## src/rtl/rtc_pkg.sv

```systemverilog
// Shared RTC bus definitions: write-sequencer state encoding, step addresses
// and the step-address lookup used by the write sequencer.
package rtc_pkg;

    typedef enum logic [2:0] {
        ST_IDLE = 3'd0,
        ST_SEG  = 3'd1,
        ST_MIN  = 3'd2,
        ST_HORA = 3'd3,
        ST_DIA  = 3'd4,
        ST_MES  = 3'd5,
        ST_ANO  = 3'd6,
        ST_CMD  = 3'd7
    } wr_state_e;

    localparam logic [7:0] ADDR_CLK_SEG  = 8'h21;
    localparam logic [7:0] ADDR_CLK_MIN  = 8'h22;
    localparam logic [7:0] ADDR_CLK_HORA = 8'h23;
    localparam logic [7:0] ADDR_CLK_DIA  = 8'h24;
    localparam logic [7:0] ADDR_CLK_MES  = 8'h25;
    localparam logic [7:0] ADDR_CLK_ANO  = 8'h26;

    localparam logic [7:0] ADDR_TMR_SEG  = 8'h41;
    localparam logic [7:0] ADDR_TMR_MIN  = 8'h42;
    localparam logic [7:0] ADDR_TMR_HORA = 8'h43;

    localparam logic [7:0] ADDR_CMD_CLK  = 8'hF1;
    localparam logic [7:0] ADDR_CMD_TMR  = 8'hF2;

    // Timer mode never visits DIA/MES/ANO, so those rows only carry clock addresses.
    function automatic logic [7:0] step_addr(input wr_state_e st, input logic clk_mode);
        logic [7:0] addr;
        addr = 8'h00;
        case (st)
            ST_SEG:  addr = clk_mode ? ADDR_CLK_SEG  : ADDR_TMR_SEG;
            ST_MIN:  addr = clk_mode ? ADDR_CLK_MIN  : ADDR_TMR_MIN;
            ST_HORA: addr = clk_mode ? ADDR_CLK_HORA : ADDR_TMR_HORA;
            ST_DIA:  addr = ADDR_CLK_DIA;
            ST_MES:  addr = ADDR_CLK_MES;
            ST_ANO:  addr = ADDR_CLK_ANO;
            ST_CMD:  addr = clk_mode ? ADDR_CMD_CLK  : ADDR_CMD_TMR;
            default: addr = 8'h00;
        endcase
        return addr;
    endfunction

endpackage

```

## src/rtl/rtc_bcd_check.sv

```systemverilog
// Combinational BCD validity check: both nibbles of the byte must be 0..9.
module rtc_bcd_check (
    input  logic [7:0] value,
    output logic       valid
);

    assign valid = (value[7:4] <= 4'd9) && (value[3:0] <= 4'd9);

endmodule

```

## src/rtl/rtc_write_sequencer.sv

```systemverilog
// RTC write sequencer: snapshots time/date and steps the bus engine through
// address/data writes. Optional BCD input check under RTC_WR_BCD_CHECK_EN.
module rtc_write_sequencer
    import rtc_pkg::*;
#(
    parameter logic [7:0] IDLE_BUS = 8'hFF,
    parameter logic [7:0] CMD_DATA = 8'h01
) (
    input  logic       clk,
    input  logic       reset,
    input  logic       start,
    input  logic       en_clk,
    input  logic       dir_phase,
    input  logic       dat_phase,
    input  logic       step_done,
    input  logic [7:0] seg_in,
    input  logic [7:0] min_in,
    input  logic [7:0] hora_in,
    input  logic [7:0] dia_in,
    input  logic [7:0] mes_in,
    input  logic [7:0] ano_in,
    output logic [7:0] bus_data,
    output logic       e_write,
    output logic       tr_write,
    output logic       done,
    output logic       err
);

    wr_state_e  state_q, state_d;
    logic       mode_q, mode_d;
    logic [7:0] seg_q, seg_d, min_q, min_d, hora_q, hora_d;
    logic [7:0] dia_q, dia_d, mes_q, mes_d, ano_q, ano_d;
    logic [7:0] bus_data_q, bus_data_d;
    logic       e_write_q, e_write_d;
    logic       tr_write_q, tr_write_d;
    logic       done_q, done_d;
    logic       err_q, err_d;
    logic       data_ok;
    logic [7:0] step_data;

`ifdef RTC_WR_BCD_CHECK_EN
    logic [5:0] byte_ok;

    rtc_bcd_check u_chk_seg  (.value(seg_in),  .valid(byte_ok[0]));
    rtc_bcd_check u_chk_min  (.value(min_in),  .valid(byte_ok[1]));
    rtc_bcd_check u_chk_hora (.value(hora_in), .valid(byte_ok[2]));
    rtc_bcd_check u_chk_dia  (.value(dia_in),  .valid(byte_ok[3]));
    rtc_bcd_check u_chk_mes  (.value(mes_in),  .valid(byte_ok[4]));
    rtc_bcd_check u_chk_ano  (.value(ano_in),  .valid(byte_ok[5]));

    // Timer writes never use day/month/year, so their contents must not block it.
    assign data_ok = en_clk ? (&byte_ok) : (&byte_ok[2:0]);
`else
    assign data_ok = 1'b1;
`endif

    always_comb begin
        step_data = 8'h00;
        case (state_q)
            ST_SEG:  step_data = seg_q;
            ST_MIN:  step_data = min_q;
            ST_HORA: step_data = hora_q;
            ST_DIA:  step_data = dia_q;
            ST_MES:  step_data = mes_q;
            ST_ANO:  step_data = ano_q;
            ST_CMD:  step_data = CMD_DATA;
            default: step_data = 8'h00;
        endcase
    end

    always_comb begin
        state_d    = state_q;
        mode_d     = mode_q;
        seg_d      = seg_q;
        min_d      = min_q;
        hora_d     = hora_q;
        dia_d      = dia_q;
        mes_d      = mes_q;
        ano_d      = ano_q;
        bus_data_d = bus_data_q;
        e_write_d  = e_write_q;
        tr_write_d = 1'b0;
        done_d     = 1'b0;
        err_d      = 1'b0;

        if (state_q == ST_IDLE) begin
            if (start) begin
                if (data_ok) begin
                    seg_d     = seg_in;
                    min_d     = min_in;
                    hora_d    = hora_in;
                    dia_d     = dia_in;
                    mes_d     = mes_in;
                    ano_d     = ano_in;
                    mode_d    = en_clk;
                    e_write_d = 1'b1;
                    state_d   = ST_SEG;
                end else begin
                    err_d = 1'b1;
                end
            end
        end else if (dir_phase) begin
            bus_data_d = step_addr(state_q, mode_q);
        end else if (dat_phase) begin
            bus_data_d = step_data;
            tr_write_d = 1'b1;
        end else if (step_done) begin
            case (state_q)
                ST_SEG:  state_d = ST_MIN;
                ST_MIN:  state_d = ST_HORA;
                ST_HORA: state_d = mode_q ? ST_DIA : ST_CMD;
                ST_DIA:  state_d = ST_MES;
                ST_MES:  state_d = ST_ANO;
                ST_ANO:  state_d = ST_CMD;
                ST_CMD: begin
                    state_d    = ST_IDLE;
                    e_write_d  = 1'b0;
                    done_d     = 1'b1;
                    bus_data_d = IDLE_BUS;
                end
                default: state_d = ST_IDLE;
            endcase
        end
    end

    always_ff @(posedge clk or posedge reset) begin
        if (reset) begin
            state_q    <= ST_IDLE;
            mode_q     <= 1'b0;
            seg_q      <= 8'h00;
            min_q      <= 8'h00;
            hora_q     <= 8'h00;
            dia_q      <= 8'h00;
            mes_q      <= 8'h00;
            ano_q      <= 8'h00;
            bus_data_q <= IDLE_BUS;
            e_write_q  <= 1'b0;
            tr_write_q <= 1'b0;
            done_q     <= 1'b0;
            err_q      <= 1'b0;
        end else begin
            state_q    <= state_d;
            mode_q     <= mode_d;
            seg_q      <= seg_d;
            min_q      <= min_d;
            hora_q     <= hora_d;
            dia_q      <= dia_d;
            mes_q      <= mes_d;
            ano_q      <= ano_d;
            bus_data_q <= bus_data_d;
            e_write_q  <= e_write_d;
            tr_write_q <= tr_write_d;
            done_q     <= done_d;
            err_q      <= err_d;
        end
    end

    assign bus_data = bus_data_q;
    assign e_write  = e_write_q;
    assign tr_write = tr_write_q;
    assign done     = done_q;
    assign err      = err_q;

endmodule

```

## config.mk

```make
export PLATFORM = sky130hd
export DESIGN_NAME = rtc_write_sequencer
export DESIGN_NICKNAME = d
export VERILOG_FILES = /design/src/rtl/rtc_pkg.sv /design/src/rtl/rtc_bcd_check.sv /design/src/rtl/rtc_write_sequencer.sv
export SDC_FILE = /design/constraint.sdc
export NUM_CORES = 1
export LEC_CHECK = 0
export CAP_MARGIN = 25
export CORE_MARGIN = 2
export CORE_UTILIZATION = 54
export DETAILED_ROUTE_END_ITERATION = 7
export GPL_TIMING_DRIVEN = 0
export PLACE_DENSITY = 0.91
export SETUP_SLACK_MARGIN = 0.05
export SYNTH_ARGS = -nofsm -noshare
export SYNTH_HDL_FRONTEND = slang
export SYNTH_SLANG_ARGS = --single-unit
```

## constraint.sdc

```tcl
create_clock -name clk -period 3 [get_ports clk]
set_input_delay 0.45 -clock clk [delete_from_list [all_inputs] [get_ports clk]]
set_output_delay 0.45 -clock clk [all_outputs]
set_load 0.03 [all_outputs]
```

==> run metrics, run 1 <==
status finished, final reports clean; first-pass GRT wire length 11,300 um; row count 27; fmax 0.493 GHz; most frequent cells after synthesis dfrtp_1 (55), mux2_2 (52), mux2i_1 (12); # clock sinks 63; XOR/XNOR Fraction of Synth Area 0.294%; Netlist cell types 42; vias in the first global route 2,328; area delta synth->final 33.3%; Internal 2.56 mW; Synth Area in Adders 0%; actual slew at the worst max-slew pin 0.562 ns; max-capacitance violation count 0; crit path kind in -> reg; dpl cell area 3740 um2; number of port buffers 65; Worst Skew 0.00956 ns; DR iter-0 viols 169; Seq pwr share 38.4%; overall routing resource usage 24.7%; Rel. slew slack 62.5%; sequential-to-total area share from yosys stat 53.2%; fill count 371; TritonCTS buffer count 9; post-DP HPWL 4880 um; Crit Reg-Reg Startpoint state_q[0]; Hold Crit Class in -> async; switching part of the total power 33.9%; core footprint 5410 um2; htree depth 3; Wirelength per Cell 17.8 um; Synthesis Warnings 0; Final Cell Area 3970 um2; RSZ-0062 raised after global routing false; clk slew on worst S/H paths 0.07 ns; DRT Pass-1 Iters 4; CP startpoint dir_phase; number of synthesized flops with an enable pin 0; initial core utilization 55.1%; R2R cell count 6; Final #Nets 367; pin count of the biggest net entering global routing 39; Final min period 2.03 ns; DRC violations left 0; Post-Layout Cell Count 389; Post-CTS Setup Bufs 0; fin crit share 67.6%; CTS tree yes; wirelength, routed 6930 um; synth top area cells dfrtp_1 (46%), mux2_2 (20%), dfstp_2 (7.1%), mux2i_1 (4.0%), a21oi_1 (1.5%); dpl cells 373; Switching Power 1.32 mW; detailed-route vias per instance 5.71; via count 2,220; Setup crit end kind register; Routed Antenna Nets 0; final setup vio count 0; Setup crit start kind input port; #FFs+latches synth 63; Synth Area in Compound Gates 11.6%; reg2reg setup slack 1.09 ns; Worst setup endpoint bus_data[7]; post-synthesis mux area share 25.2%; Die Ht 78.3 um; layout cell share with drive strength beyond 1 29.7%; Synth async-reset ratio 100%; clk_lat worst skew 0.34 ns; crit path max fanout 10; Critical Path RT 3.26 ns; Overflow after GRT 0; simple-gate portion of the synthesized area 5.79%; final core occ 73.5%; largest family of logic cells by synthesized area multiplexers; final hold violation count 0; antenna violations before repair 0; Cell Pwr Density 977 nW/um2; cell taking the most area after synthesis dfrtp_1; Mean Syn Cell Area 12.7 um2; mapped cell area 2980 um2; antenna fix cells 0; Yosys top cell area share 46.2%; routability cong. 0.904; syn nets 290; Total Power 3.88 mW; Static Leakage 1.72 nW; Max clock buf depth 2; die width 78.3 um; Worst Path Arrival 2.28 ns; Clock Tree Root clkbuf_8; main flop type after synthesis dfrtp_1; r2r endpoint ano_q[2]; I/O pin cnt 67; Peak VDD IR 0.565 mV; most frequent cell after synthesis dfrtp_1; max-slew violations 0; Combinational Power Share 39.9%; synthesized instance count 235; share of power burned in the clock network 21.7%; cts hold-fix bufs 0; Post-CTS Resized 0; die footprint 6130 um2
[worst max-delay path: stages]
cell	delay, ns
clkdlybuf4s50_1	0.47
clkbuf_1	0.33
nor2_1	0.17
o2bb2ai_1	0.51
o21ai_0	0.16
a41oi_1	0.20
[cells by family (layout without fill, tap and decap cells)]
logic type      Yosys count  after routing
compound gates           48             48
flops                    63             63
mux                      66             66
simple gates             34             34
buf+inv                  22            104
other cells               1              1
xor+xnor                  1              1
[layout make-up]
class	count	area [um2]	share of cell area [%]
Inverter	5	18.8	0.472
Sequential cell	63	1590	39.9
Timing Repair Buffer	66	671	16.9
Clock inverter	5	80.1	2.02
Tap cell	72	90.1	2.27
Multi-Input combinational cell	150	1280	32.3
Clock buffer	11	151	3.81
Buffer	17	93.8	2.36
[through the flow]
stage                     hold slack (ns)  TNS, ns  setup WS (ns)
after detailed placement            0.496        0          0.679
final                               0.476        0          0.973
after global routing                0.526        0          0.824
after global placement              0.486    -3.08        -0.0574
after floorplan                     0.475        0          0.993
after CTS                           0.489        0          0.988
[how the worst min path moves through the flow]
stage / from / depth (start not counted) / slack, ns / to
floorplan: ano_q[2] / 1 / 0.47 / ano_q[2]
global placement: hora_q[1] / 1 / 0.49 / hora_q[1]
finish: reset / 2 / 0.48 / tr_write
global route: min_q[7] / 1 / 0.53 / min_q[7]
detailed placement: dia_q[6] / 1 / 0.50 / dia_q[6]
CTS: reset / 2 / 0.49 / dia_q[3]
[registers in the layout, summed over array words and instances, names as in the netlist]
register,flops
e_write,1
dia_q,8
ano_q,8
tr_write,1
done,1
state_q,3
min_q,8
mes_q,8
seg_q,8
mode_q,1
bus_data,8
hora_q,8
[layer usage]
metal  track usage (%)  vias to the layer above  share of wire, %  wire length [um]
li1                  -                     1018                 -                 -
met1              31.7                     1087                42              2910
met2              40.0                       98                49              3370
met3              4.71                       17               6.7               467
met4              13.3                        0               2.7               184
met5                 0                        -                 0                 0
[power by group through the flow]
stage          combinational [mW]  clock, mW  sequential (mW)
2_1_floorplan                1.00          0             1.55
3_3_place_gp                 1.50          0             1.48
3_5_place_dp                 1.54          0             1.50
4_1_cts                      1.55      0.853             1.49
5_1_grt                      1.67      0.892             1.53
6_report                     1.55      0.842             1.49
[placed cells by master, fill, tap and decap left out, types with 2 or more instances in the layout]
cell type / count
clkinvlp_4: 2
mux2_2: 52
nor2_1: 11
dfstp_2: 8
o21ai_0: 9
a211oi_1: 6
mux4_2: 2
nor2b_1: 3
o211ai_1: 3
mux2i_1: 12
nand3b_1: 2
a21oi_1: 9
nand2_1: 6
nand2b_1: 2
dfrtp_1: 55
a221o_1: 3
clkbuf_1: 5
nand3_1: 3
buf_6: 2
a221oi_1: 2
clkbuf_8: 11
inv_1: 4
bufinv_16: 2
o2bb2ai_1: 3
a41oi_1: 3
buf_2: 9
a311oi_1: 2
clkdlybuf4s50_1: 65
(Power assumes the default switching activity.)
==> run 2: changes to the inputs <==
Settings changed: CORE_UTILIZATION 54 to 50, PLACE_DENSITY 0.91 to 0.85.
Clock period 3 ns to 2.1 ns, I/O delays scaled along.
==> run 2 against run 1 <==
- combinational power rose by 44%
- non-clock buffer count did not move
- global-route usage is 0.79 points lower
- flip-flop and latch count stayed put
- die area increased by 7.6%
- critical path type is now reg -> reg
==> run metrics, run 2 (synthesis results as in run 1) <==
status finished, final reports clean; Max clock buf depth 2; final hold violation count 0; most frequent cells in the layout clkdlybuf4s50_1 (65), dfrtp_1 (55), mux2_2 (52); Overflow after GRT 0; max-slew violations 0; DRC violations left 0; fmax 0.519 GHz; met1 GRT Util 30.3%; Post-CTS Setup Bufs 0; Rel. slew slack 56.9%; final setup vio count 0; dpl cells 376; Final min period 1.93 ns; Setup crit end kind register; CTS tree yes; core footprint 5850 um2; Cell Pwr Density 1350 nW/um2; vias in the first global route 2,353; r2r endpoint ano_q[0]; layout cell share with drive strength beyond 1 28.8%; Sum Neg Setup Slack 0 ns; met2 Use GR 37.6%; clk slew on worst S/H paths 0.07 ns; TritonCTS buffer count 9; reg2reg setup slack 0.17 ns; Post-Layout Cell Count 391; number of port buffers 65; Clock Tree Root clkbuf_8; antenna fix cells 0; # clock sinks 63; Total Power 5.29 mW; crit path max fanout 10; crit path kind reg -> reg; I/O pin cnt 67; RSZ-0062 raised after global routing false; Worst Skew 0.00760 ns; Setup crit start kind register; initial core utilization 50.9%; DR iter-0 viols 228; Worst Path Arrival 2.15 ns; row count 28; gr busiest metal met2; post-DP HPWL 5040 um; Routed Antenna Nets 0; overall routing resource usage 24.0%; Static Leakage 1.69 nW; routability cong. 0.904; die footprint 6590 um2; detailed-route vias per instance 5.80; area delta synth->final 31.5%; Final #Nets 367; Die Ht 81.2 um; htree depth 3; commonest non-fill, non-tap cell in the layout clkdlybuf4s50_1; Wirelength per Cell 18.3 um; fill count 441; antenna violations before repair 0; clk_lat worst skew 0.34 ns; via count 2,267; actual slew at the worst max-slew pin 0.646 ns; pin count of the biggest net entering global routing 34; Critical Path RT 2.32 ns; Hold Crit Class in -> async; die width 81.2 um; max-capacitance violation count 0; Crit Reg-Reg Startpoint state_q[0]; fin crit share 91.8%; met3 Track Usage GR 7.44%; R2R cell count 6; wirelength, routed 7150 um; first-pass GRT wire length 11,400 um; DRT Pass-1 Iters 4; Peak VDD IR 0.672 mV
## run 2: cell types whose count changed in the layout (fill, tap and decap cells not counted)
cell	change
bufinv_16	-2
clkbuf_1	+3
clkinvlp_4	-2
o2bb2ai_1	-1
o2bb2ai_2	+1
## run 2: layout make-up
type / instances / area, um2 / share of cell area [%]
inverter: 5 / 18.8 / 0.479
clock buffer: 14 / 163 / 4.15
sequential: 63 / 1590 / 40.5
multi-input combinational: 150 / 1290 / 32.9
clock inverter: 1 / 5.00 / 0.128
buffer: 17 / 93.8 / 2.39
tap: 75 / 93.8 / 2.39
timing repair buffer: 66 / 671 / 17.1
## run 2: stage by stage
step	setup slack [ns]	hold WS, ns	util [%]	instance area, um2
after floorplan	0.228	0.452	-	2980
after global placement	-0.782	0.483	63.7	3720
after detailed placement	-0.113	0.494	64.0	3740
after CTS	0.197	0.391	66.9	3910
after global routing	0.0624	0.434	67.0	3920
final	0.172	0.383	67.0	3920
## run 2: timing repair
action,4_1_cts,5_1_grt
hold buffers,0,0
hold endpoints to repair,0,0
resized for setup,0,1
endpoints found under the setup margin,0,1
## run 2: critical path, stage by stage, from the launching register on
cell	delay (ns)
dfrtp_1	0.36
buf_2	0.20
inv_1	0.18
and3_1	0.19
clkbuf_1	0.17
buf_2	0.33
mux2_2	0.37
## run 2: worst max path at each step
stage	from	end	cells past startpoint
CTS	state_q[0]	ano_q[5]	6
finish	state_q[0]	ano_q[0]	6
detailed placement	dir_phase	bus_data[7]	6
global route	state_q[2]	ano_q[0]	5
floorplan	reset	ano_q[0]	1
global placement	reset	ano_q[7]	2
## run 2: power breakdown
part	leakage, nW	switching [mW]	internal, mW
clock	0.0865	0.435	0.486
combinational	0.820	1.10	1.12
sequential	0.786	0.323	1.81
total	1.69	1.86	3.42
## run 2: metal layers
layer  wire [um]  up-vias
met4         154        0
met1        2860     1121
li1            -     1022
met5           0        -
met3         565       14
met2        3570      110
